[src/rtl/truth_table_sweeper.sv]
// Purpose: drive every input vector into a combinational DUT, capture its truth table, compare to expected.
// Latency: done pulses the cycle after edge E0 + 2**N_IN*SETTLE; back-to-back period 2**N_IN*SETTLE+1.
// Backpressure: none; start is only taken in IDLE, start while busy is dropped (no queuing).
module truth_table_sweeper #(
  parameter int N_IN   = 3,
  parameter int SETTLE = 2
) (
  input  logic                 clk,
  input  logic                 rst_n,
  input  logic                 start,
  input  logic [2**N_IN-1:0]   expected,
  input  logic                 f,
  output logic [N_IN-1:0]      dut_in,
  output logic                 busy,
  output logic                 done,
  output logic                 pass,
  output logic [2**N_IN-1:0]   table_out,
  output logic [N_IN-1:0]      fail_idx,
  output logic                 fail_valid
);

  localparam int W  = 2**N_IN;
  localparam int CW = (SETTLE > 1) ? $clog2(SETTLE) : 1;
  localparam logic [CW-1:0]   CNT_LAST = CW'(SETTLE - 1);
  localparam logic [N_IN-1:0] IN_LAST  = '1;

  typedef enum logic {IDLE, SWEEP} state_t;

  state_t          state;
  state_t          state_nxt;
  logic [CW-1:0]   cnt;
  logic [W-1:0]    exp_q;
  logic            accept;
  logic            sample;
  logic            last;
  logic [W-1:0]    tbl_final;
  logic [W-1:0]    diff;
  logic [N_IN-1:0] idx_lo;

  assign accept = (state == IDLE) && start;
  assign sample = (state == SWEEP) && (cnt == CNT_LAST);
  assign last   = sample && (dut_in == IN_LAST);

  // Table as it will look once the current sample lands; the final verdict needs the last bit too.
  always_comb begin
    tbl_final         = table_out;
    tbl_final[dut_in] = f;
    diff              = tbl_final ^ exp_q;
  end

  // Lowest mismatching index wins; scan high to low so the lowest assignment sticks.
  always_comb begin
    idx_lo = '0;
    for (int i = W - 1; i >= 0; i--) begin
      if (diff[i]) idx_lo = N_IN'(i);
    end
  end

  // State register.
  always_ff @(posedge clk or negedge rst_n) begin
    if (!rst_n) state <= IDLE;
    else        state <= state_nxt;
  end

  // Next state: enter SWEEP on an accepted start, leave after the last vector is sampled.
  always_comb begin
    state_nxt = state;
    if (accept)    state_nxt = SWEEP;
    else if (last) state_nxt = IDLE;
  end

  // Busy is exactly the SWEEP state.
  always_comb begin
    busy = (state == SWEEP);
  end

  // Datapath: vector stepping, settle counting, table capture and final verdict.
  always_ff @(posedge clk or negedge rst_n) begin
    if (!rst_n) begin
      dut_in     <= '0;
      cnt        <= '0;
      exp_q      <= '0;
      table_out  <= '0;
      done       <= 1'b0;
      pass       <= 1'b0;
      fail_idx   <= '0;
      fail_valid <= 1'b0;
    end else begin
      done <= 1'b0;
      if (accept) begin
        exp_q      <= expected;
        dut_in     <= '0;
        cnt        <= '0;
        table_out  <= '0;
        pass       <= 1'b0;
        fail_idx   <= '0;
        fail_valid <= 1'b0;
      end else if (state == SWEEP) begin
        if (!sample) begin
          cnt <= cnt + 1'b1;
        end else begin
          cnt       <= '0;
          table_out <= tbl_final;
          if (dut_in != IN_LAST) begin
            dut_in <= dut_in + 1'b1;
          end else begin
            // dut_in parks at its last value in IDLE; results hold until the next start.
            done       <= 1'b1;
            pass       <= (diff == '0);
            fail_idx   <= idx_lo;
            fail_valid <= (diff != '0);
          end
        end
      end
    end
  end

endmodule

[config.mk]
export PLATFORM = sky130hd
export DESIGN_NAME = truth_table_sweeper
export DESIGN_NICKNAME = d
export VERILOG_FILES = /design/src/rtl/truth_table_sweeper.sv
export SDC_FILE = /design/constraint.sdc
export NUM_CORES = 1
export LEC_CHECK = 0
export CORE_MARGIN = 2
export CORE_UTILIZATION = 50
export CTS_CLUSTER_SIZE = 40
export DETAILED_ROUTE_END_ITERATION = 16
export PLACE_DENSITY = 0.86
export SLEW_MARGIN = 20
export SYNTH_ARGS = -nofsm -noshare
export SYNTH_HDL_FRONTEND = slang
export SYNTH_SLANG_ARGS = --single-unit
[constraint.sdc]
create_clock -name clk -period 2.4 [get_ports clk]
set_input_delay 0.36 -clock clk [delete_from_list [all_inputs] [get_ports clk]]
set_output_delay 0.36 -clock clk [all_outputs]
set_load 0.05 [all_outputs]
==> results of run 1 <==
where the power goes:
group          internal [mW]  switching [mW]
clock                 0.0642           0.155
combinational          0.649           0.886
sequential             0.637           0.237
total                   1.35            1.28
metrics by stage:
step                      setup WS (ns)  total power [mW]  hold slack, ns  instances  area, sq um
final                            0.0964              2.63           0.341        192         1790
after global placement            0.438              2.35           0.482        188         1760
after CTS                        0.0921              2.63           0.373        192         1790
after global routing             0.0240              2.79           0.395        192         1790
after detailed placement          0.289              2.43           0.495        188         1760
after floorplan                   0.357              2.03          0.0644        132         1460
Yosys cell counts, drive strengths merged:
cell type	count	area, sq um
a21o	1	7.51
a21oi	2	10.0
a22o	3	26.3
a22oi	1	7.51
a2bb2oi	1	15.0
a32o	1	10.0
buf	5	38.8
clkbuf	1	3.75
dfrtp	27	676
ha	2	25.0
inv	4	15.0
mux2	9	101
mux2i	8	80.1
nand2	7	26.3
nand2b	5	38.8
nand3	3	15.0
nand3b	3	47.6
nand4	1	6.26
nor2	10	37.5
nor2b	4	25.0
nor3	4	25.0
nor3b	5	58.8
o21ai	15	75.1
o22ai	1	6.26
o31ai	1	7.51
xnor2	7	61.3
xor2	1	8.76
routing by layer:
layer,track usage,share of wire,vias up,wire length [um]
met1,0.242,0.40,506,1160
met2,0.325,0.54,27,1560
li1,-,-,521,-
met3,0.0313,0.042,7,123
met5,0,0,-,0
met4,0.0797,0.022,0,63
worst max path at each step:
stage,depth (start not counted),to,from
after floorplan,7,fail_idx[2]$_DFFE_PN0P_,dut_in[2]$_DFFE_PN0P_
final,1,dut_in[2],dut_in[2]$_DFFE_PN0P_
after detailed placement,6,fail_valid$_DFFE_PN0P_,dut_in[1]$_DFFE_PN0P_
after CTS,1,dut_in[2],dut_in[2]$_DFFE_PN0P_
after global placement,6,fail_idx[2]$_DFFE_PN0P_,f
after global routing,1,dut_in[2],dut_in[2]$_DFFE_PN0P_
sequential cells by signal (all words and copies together), names as in the netlist:
register / cells
busy: 1
exp_q: 8
dut_in: 3
fail_valid: 1
table_out: 8
cnt: 1
pass: 1
fail_idx: 3
done: 1
layout make-up:
class | count | area, sq um | area share
inverters | 4 | 15.0 | 0.00840
multi-input cells | 95 | 722 | 0.404
well taps | 31 | 38.8 | 0.0217
clock inverters | 1 | 7.51 | 0.00420
repair buffers | 31 | 305 | 0.171
flip-flops and latches | 27 | 676 | 0.378
clock buffers | 3 | 22.5 | 0.0126
cell families after synthesis:
kind of cell	after synthesis	synth area share
AOI/OAI and AO/OA	26	0.114
xor gates and xnor gates	8	0.0482
adders and majority gates	2	0.0172
buffers and inverters	10	0.0395
DFF	27	0.464
muxes	17	0.125
and+or+nand+nor	42	0.193
cells in the final DEF, fill, tap and decap left out, types with 4 or more instances in the layout:
cell type        count
clkdlybuf4s50_1     29
dfrtp_1             27
o21ai_0             13
nor2_1              10
mux2_2               9
mux2i_1              8
xnor2_1              7
nand2_1              7
inv_1                4
nor2b_1              4
nand2b_1             4
==> metrics, run 1 <==
outcome=finished, final reports clean; setup violators final=0; Core Util, Final=0.648; worst flop-to-flop path startpoint=dut_in[1]$_DFFE_PN0P_; buffers and inverters on the worst path=1; Top delay family on crit path=buffers and inverters; clk buf depth=2; register area share after synthesis=0.464; worst-case reg-to-reg path depth=6; Leak Pwr=between 0.7 and 0.8 nW; ANT nets after route=0; DRC=0; DP HPWL=between 2 and 2.5 mm; worst skew pair latency=between 0.3 and 0.4 ns; Clock Skews=approximately 0.023 ns; critical path type=reg -> out; layout cell share with drive strength beyond 1=0.143; FP Rows=19; TritonCTS Buffers=3; final slew viol count=0; P&R area growth vs syn=22.8%; drt pass-1 iters=4; WL final=just under 3 mm; Core Area=approximately 0.0028 sq mm; Worst Path Required=around 2.0 ns; 1st-iter DRT viols=26; first-pass GRT wire length=4.84 mm; # IOs=30; Root Driver=clkbuf_4; WL/cell=15.2 um; Clock transition at path regs=about 0.17 ns; All-Layer GR Usage=0.191; CP arrival=about 1.9 ns; ant diodes=0; clk sinks=27; syn avg cell area=about 11 sq um; grt ovf=0; drt via density=between 5 and 6; via count=~1,100; initial antenna violation count=0; level count of the clock H-tree=1; RSZ-0062 raised after global routing=no; Max-Cap Viols=0; Synth Cell Area=about 0.0015 sq mm; syn_nets=around 150; Worst R2R End=fail_valid$_DFFE_PN0P_; unique cell type count in the Yosys netlist=36; final weighted congestion in routability-driven placement=about 0.8; Max FO, Critical Path=12; Filler cells=approximately 220; Hold Path Class=in -> async; #FFs+latches synth=27; Post-CTS Resized=0; CTS tree=built; fin nets=roughly 180; FMAX=roughly 430 MHz; number of global-route vias before repair=roughly 1,000; Startpoint Class=register; Hold Violations, Final=0; Mapped Cells=132; DIE AREA=0.00336 sq mm; Cell Chain, Critical Path=clkdlybuf4s50_1; port bufs=29; Starting Density=0.528; critical path's slowest cell=clkdlybuf4s50_1; Worst slew margin=0.652; Post-CTS Setup Bufs=0; Final Cycle Share=0.960; Synth Warn #=0; largest net degree at the start of global routing=28; Die Wd=roughly 58 um; min Tclk post-route=around 2.3 ns; Setup TNS Final=0 ns; worst-margin pin slew=0.522 ns; crit-path max cell delay=between 0.9 and 1 ns; Die Y=57.9 um; power density cells=around 1500 mW/mm^2; hold-fix buffers at CTS=0; R2R setup slack=0.26 ns; CP Capture Type=output port; IR Drop Worst-Case VDD=between 1000 and 1500 uV
(Power assumes the default switching activity.)
==> run 2, diff against run 1 <==
CTS_BUF_LIST = sky130_fd_sc_hd__clkbuf_4 sky130_fd_sc_hd__clkbuf_8   (was not set)
HOLD_SLACK_MARGIN = 0.15   (was not set)
==> results of run 2 <==
Final layout, timing and power as in run 1 (identical DEF).
==> run 3, diff against run 2 <==
CORE_UTILIZATION = 40   (was 50)
GPL_TIMING_DRIVEN = 0   (was not set)
PLACE_DENSITY = 0.73   (was 0.86)
==> run 3 against run 2 <==
Against the previous run:
- cell count rose by 9.9%
- combinational power rose by 9%
- sequential cell count did not move
- clock skew fell by 0.020 ns
- final area rose by 2.3%
- via count rose by 1.1%
- clock power fell by 8%
- register-to-register slack improved by 0.19 ns
- clock-buffer cell count did not move
- first-iteration DRC count rose by 38%
- critical path type is now reg -> reg
==> metrics, run 3 (synthesis results as in run 1) <==
outcome=finished, final reports clean (unchanged); DIE AREA=0.00414 sq mm (was 0.00336 sq mm); level count of the clock H-tree=1 (unchanged); Core Area=0.00342 sq mm (was 0.00276 sq mm); TritonCTS Buffers=3 (unchanged); Worst slew margin=0.595 (was 0.652); Die Wd=64.3 um (was 57.9 um); FMAX=513 MHz (was 434 MHz); P&R area growth vs syn=25.6% (was 22.8%); Final Cycle Share=0.812 (was 0.960); grt ovf=0 (unchanged); buffers and inverters on the worst path=1 (unchanged); critical path type=reg -> reg (was reg -> out); Cell Chain, Critical Path=buf_4 > nor3b_4 > mux2i_1 > xnor2_1 > nand2b_1 > nand2b_4 > a32o_1 (was clkdlybuf4s50_1); min Tclk post-route=1.95 ns (was 2.30 ns); final weighted congestion in routability-driven placement=0.787 (was 0.806); port bufs=28 (was 29); first-pass GRT wire length=4.82 mm (was 4.84 mm); IR Drop Worst-Case VDD=497 uV (was 1030 uV); share of total power in combinational logic=0.630 (was 0.584); final slew viol count=0 (unchanged); Final Total Pwr=2.65 mW (was 2.63 mW); largest registers=exp_q: 8 flops, table_out: 8 flops (unchanged); # IOs=30 (unchanged); 1st-iter DRT viols=36 (was 26); most frequent cells in the layout=27 x dfrtp_1, 27 x clkdlybuf4s50_1, 13 x o21ai_0, 10 x nor2_1, 9 x mux2_2 (was 29 x clkdlybuf4s50_1, 27 x dfrtp_1, 13 x o21ai_0, 10 x nor2_1, 9 x mux2_2); worst skew pair latency=0.32 ns (was 0.36 ns); via count=1,073 (was 1,061); layout cell share with drive strength beyond 1=0.158 (was 0.143); DRC=0 (unchanged); ANT nets after route=0 (unchanged); Hold Violations, Final=0 (unchanged); power density cells=1450 mW/mm^2 (was 1470 mW/mm^2); Die Y=64.3 um (was 57.9 um); largest net degree at the start of global routing=28 (unchanged); FP Rows=21 (was 19); All-Layer GR Usage=0.148 (was 0.191); CP arrival=2.18 ns (was 1.94 ns); setup violators final=0 (unchanged); fin nets=180 (was 176); Hold Path Class=reg -> reg (was in -> async); WL/cell=13.2 um (was 15.2 um); Pint=1.39 mW (was 1.35 mW); clk buf depth=2 (unchanged); number of global-route vias before repair=1,057 (was 1,043); initial antenna violation count=0 (unchanged); crit-path max cell delay=0.43 ns (was 0.91 ns); Startpoint Class=register (unchanged); Worst Path Required=2.63 ns (was 2.04 ns); Max-Cap Viols=0 (unchanged); Leak Pwr=0.804 nW (was 0.791 nW); Starting Density=0.426 (was 0.528); drt via density=5.09 (was 5.53); DP HPWL=2.17 mm (was 2.31 mm); CP Capture Type=register (was output port); Top delay family on crit path=simple AND/OR/NAND/NOR gates (was buffers and inverters); sequential power share=0.294 (was 0.333); Root Driver=clkbuf_4 (unchanged); CTS tree=built (unchanged); WL final=2.78 mm (was 2.91 mm); net switching power=1.26 mW (was 1.28 mW); critical path's slowest cell=dfrtp_1 (was clkdlybuf4s50_1); Post-CTS Setup Bufs=0 (unchanged); drt pass-1 iters=4 (unchanged); Max FO, Critical Path=10 (was 12); Clock power frac=0.076 (was 0.083); Post-CTS Resized=0 (unchanged); Clock Skews=0.00358 ns (was 0.0233 ns); Clock transition at path regs=0.15 ns (was 0.17 ns); switching share of power=0.475 (was 0.486); ant diodes=0 (unchanged); Core Util, Final=0.535 (was 0.648); RSZ-0062 raised after global routing=no (unchanged); clk sinks=27 (unchanged); worst-margin pin slew=0.608 ns (was 0.522 ns); Setup TNS Final=0 ns (unchanged)
==> run 3: through the flow <==
stage                     area [sq um]  hold slack (ns)  std cells  setup WS [ns]
after floorplan                   1460           0.0644        132          0.357
after global placement            1790            0.474        206          0.353
after detailed placement          1790            0.400        206          0.294
after CTS                         1830            0.516        211          0.464
after global routing              1830            0.523        211          0.366
final                             1830            0.512        211          0.452
==> run 3: worst paths after layout <==
| kind | start | endpoint | slack (ns) | cells past startpoint |
|---|---|---|---|---|
| setup / recovery | dut_in[1]$_DFFE_PN0P_ | fail_idx[2]$_DFFE_PN0P_ | 0.45 | 7 |
| max in group asynchronous | rst_n | table_out[7]$_DFFE_PN0P_ | 1.45 | 2 |
| hold reg to reg | fail_idx[2]$_DFFE_PN0P_ | fail_idx[2]$_DFFE_PN0P_ | 0.51 | 1 |
| setup reg to reg | dut_in[1]$_DFFE_PN0P_ | fail_idx[2]$_DFFE_PN0P_ | 0.45 | 7 |
| hold / removal | fail_idx[2]$_DFFE_PN0P_ | fail_idx[2]$_DFFE_PN0P_ | 0.51 | 1 |
| min in group asynchronous | rst_n | exp_q[7]$_DFFE_PN0P_ | 0.56 | 2 |
==> run 3: cell type report <==
cell class,count,area [sq um]
multi-input cells,95,722
clock inverters,1,7.51
inverters,4,15.0
repair buffers,29,285
flip-flops and latches,27,676
plain buffers,6,42.5
clock buffers,3,22.5
fillers,309,1590
well taps,46,57.6
==> run 3: routing by layer <==
layer | vias to the layer above | wire [um] | global-route usage
met3 | 2 | 138 | 0.0264
met1 | 521 | 1180 | 0.187
met5 | - | 0 | 0
met4 | 0 | 21 | 0.0319
li1 | 527 | - | -
met2 | 23 | 1440 | 0.262
==> run 3: what timing repair did <==
action | 4_1_cts | 5_1_grt
hold buffers | 1 | 0
setup endpoints to repair | 0 | 0
endpoints found under the hold margin | 27 | 0
==> run 3: power by group through the flow <==
stage          Combinational (mW)  Clock (mW)  Sequential [mW]
3_3_place_gp                 1.63           0            0.783
6_report                     1.67       0.201            0.778
2_1_floorplan               0.887           0             1.14
5_1_grt                      1.79       0.228            0.805
3_5_place_dp                 1.67           0            0.793
4_1_cts                      1.67       0.210            0.782
==> patch (flow settings as in run 1) <==
Set the parameter `SETTLE` to 1 (it was 2). Comments in the files are not updated.
--- a/src/rtl/truth_table_sweeper.sv
+++ b/src/rtl/truth_table_sweeper.sv
@@ -3,7 +3,7 @@
 // Backpressure: none; start is only taken in IDLE, start while busy is dropped (no queuing).
 module truth_table_sweeper #(
   parameter int N_IN   = 3,
-  parameter int SETTLE = 2
+  parameter int SETTLE = 1
 ) (
   input  logic                 clk,
   input  logic                 rst_n,
Check against the original RTL: not equivalent (a bounded check fails within 4 cycles, from zero or initial values and one cycle with rst_n low).
==> patch against run 1 <==
Wire length decreased by 0.72%; synthesized area down 1.0%; design area shrank 0.42%; combinational power is 11% higher; first-iteration DRC count fell by 54%; sequential cell count is the same; clock power decreased by 7%; total power rose by 6.0%; global-route usage decreased by 0.26 points; utilization shrank 0.27 points; count of clock-buffer cells in the layout did not move; worst setup slack better by 0.046 ns; sequential share of layout area up 0.16 points.
==> patch: results (changes against run 1) <==
CP max stage delay: 0.90 ns
Post-CTS Setup Bufs: 0 (unchanged)
Period Utilization, post-route: 94.1% (-1.9 points)
synth cell count leaders: dfrtp_1, nor2_1, nand2_1
all-layer global routing usage: 18.9% (-0.26 points)
static leakage: 0.794 nW (+0.38%)
R2R Path Start: dut_in[0]$_DFFE_PN0P_
Post-Synth Adder-Cell Area: 1.74% (+0.018 points)
CP Max Fanout: 11 (-1)
Synth Area in Compound Gates: 10.1% (-1.3 points)
post-synthesis xor/xnor area fraction: 5.39% (+0.57 points)
highest routed layer: met4
synthesis warning total: 0 (unchanged)
Port-buffer cells: 29 (unchanged)
routed wl met2: 1.45 mm (-7.2%)
largest net degree at the start of global routing: 28 (unchanged)
via-per-instance ratio: 5.51 (-0.38%)
synthesized area per cell: 11.0 µm² (-0.28%)
vias after detailed routing: 1057 (-0.38%)
clk_lat worst skew: 0.32 ns (-0.04 ns)
M1 WL: 1.24 mm (+6.4%)
Worst-Margin Slew: 0.531 ns (+0.00886 ns)
# resized after CTS: 0 (unchanged)
Final nets: 176 (unchanged)
maximum clock insertion buffer count: 2 (unchanged)
R2R depth: 6 (unchanged)
Worst Hold Class: in2async
RD Place Congestion: 0.854 (+5.9%)
Crit path arrival time: 1.90 ns (-0.04 ns)
Inst Count DP: 188 (unchanged)
R2R Setup Slk: 0.36 ns (+0.10 ns)
VDD IR max: 0.000980 V (-4.6%)
fraction of layout cells with a size suffix above 1: 14.9% (+0.62 points)
mux cell area share after synthesis: 12.6% (+0.13 points)
first-pass GRT wire length: 4.89 mm (+1.0%)
count of different cell masters after synthesis: 37 (+2.8%)
Worst setup startpoint: dut_in[2]$_DFFE_PN0P_
CTS tree: built
net count after synthesis: 145 (-0.68%)
WL/cell: 15.0 µm (-0.72%)
sequential-to-total area share from yosys stat: 46.9% (+0.48 points)
Placed Area: 0.00175 mm² (-0.43%)
main area contributors after synthesis: dfrtp_1, mux2_2, mux2i_1
met3 routed WL: 141 µm (+15%)
hpwl dp: 2.22 mm (-4.0%)
initial DRC count: 12 (-54%)
antenna cells: 0 (unchanged)
Hold WS: 0.372 ns (+0.0314 ns)
H-tree levels: 1 (unchanged)
pre-CTS setup slack: 0.319 ns (+0.0303 ns)
Worst-path clk slew: 0.15 ns (-0.02 ns)
max cap viols: 0 (unchanged)
antenna violations before repair: 0 (unchanged)
outcome: completed
Fin Clk Skew: 0.00262 ns (-0.0207 ns)
critical path's top delay family: buffers and inverters
Max stage delay cell, worst path: clkdlybuf4s50_1
biggest regs: exp_q: 8 flops, table_out: 8 flops
drt pass-1 iters: 4 (unchanged)
patch: final cells by class:
class,count,area [µm²],share of cell area (%)
multi-input cells,94,707,39.7
flip-flops and latches,27,676,38.0
repair buffers,32,313,17.6
well taps,31,38.8,2.18
clock buffers,3,22.5,1.27
inverters,4,15.0,0.844
clock inverters,1,7.51,0.422
patch: report_power, final:
| part | total, mW | switching, mW | internal (mW) |
|---|---|---|---|
| clock | 0.203 | 0.139 | 0.0637 |
| combinational | 1.70 | 0.982 | 0.713 |
| sequential | 0.887 | 0.239 | 0.648 |
patch: routing by layer:
layer / track usage (%) / vias up
met5: 0 / -
met4: 7.31 / 0
met3: 3.57 / 8
met2: 30.8 / 31
met1: 24.9 / 503
li1: - / 515
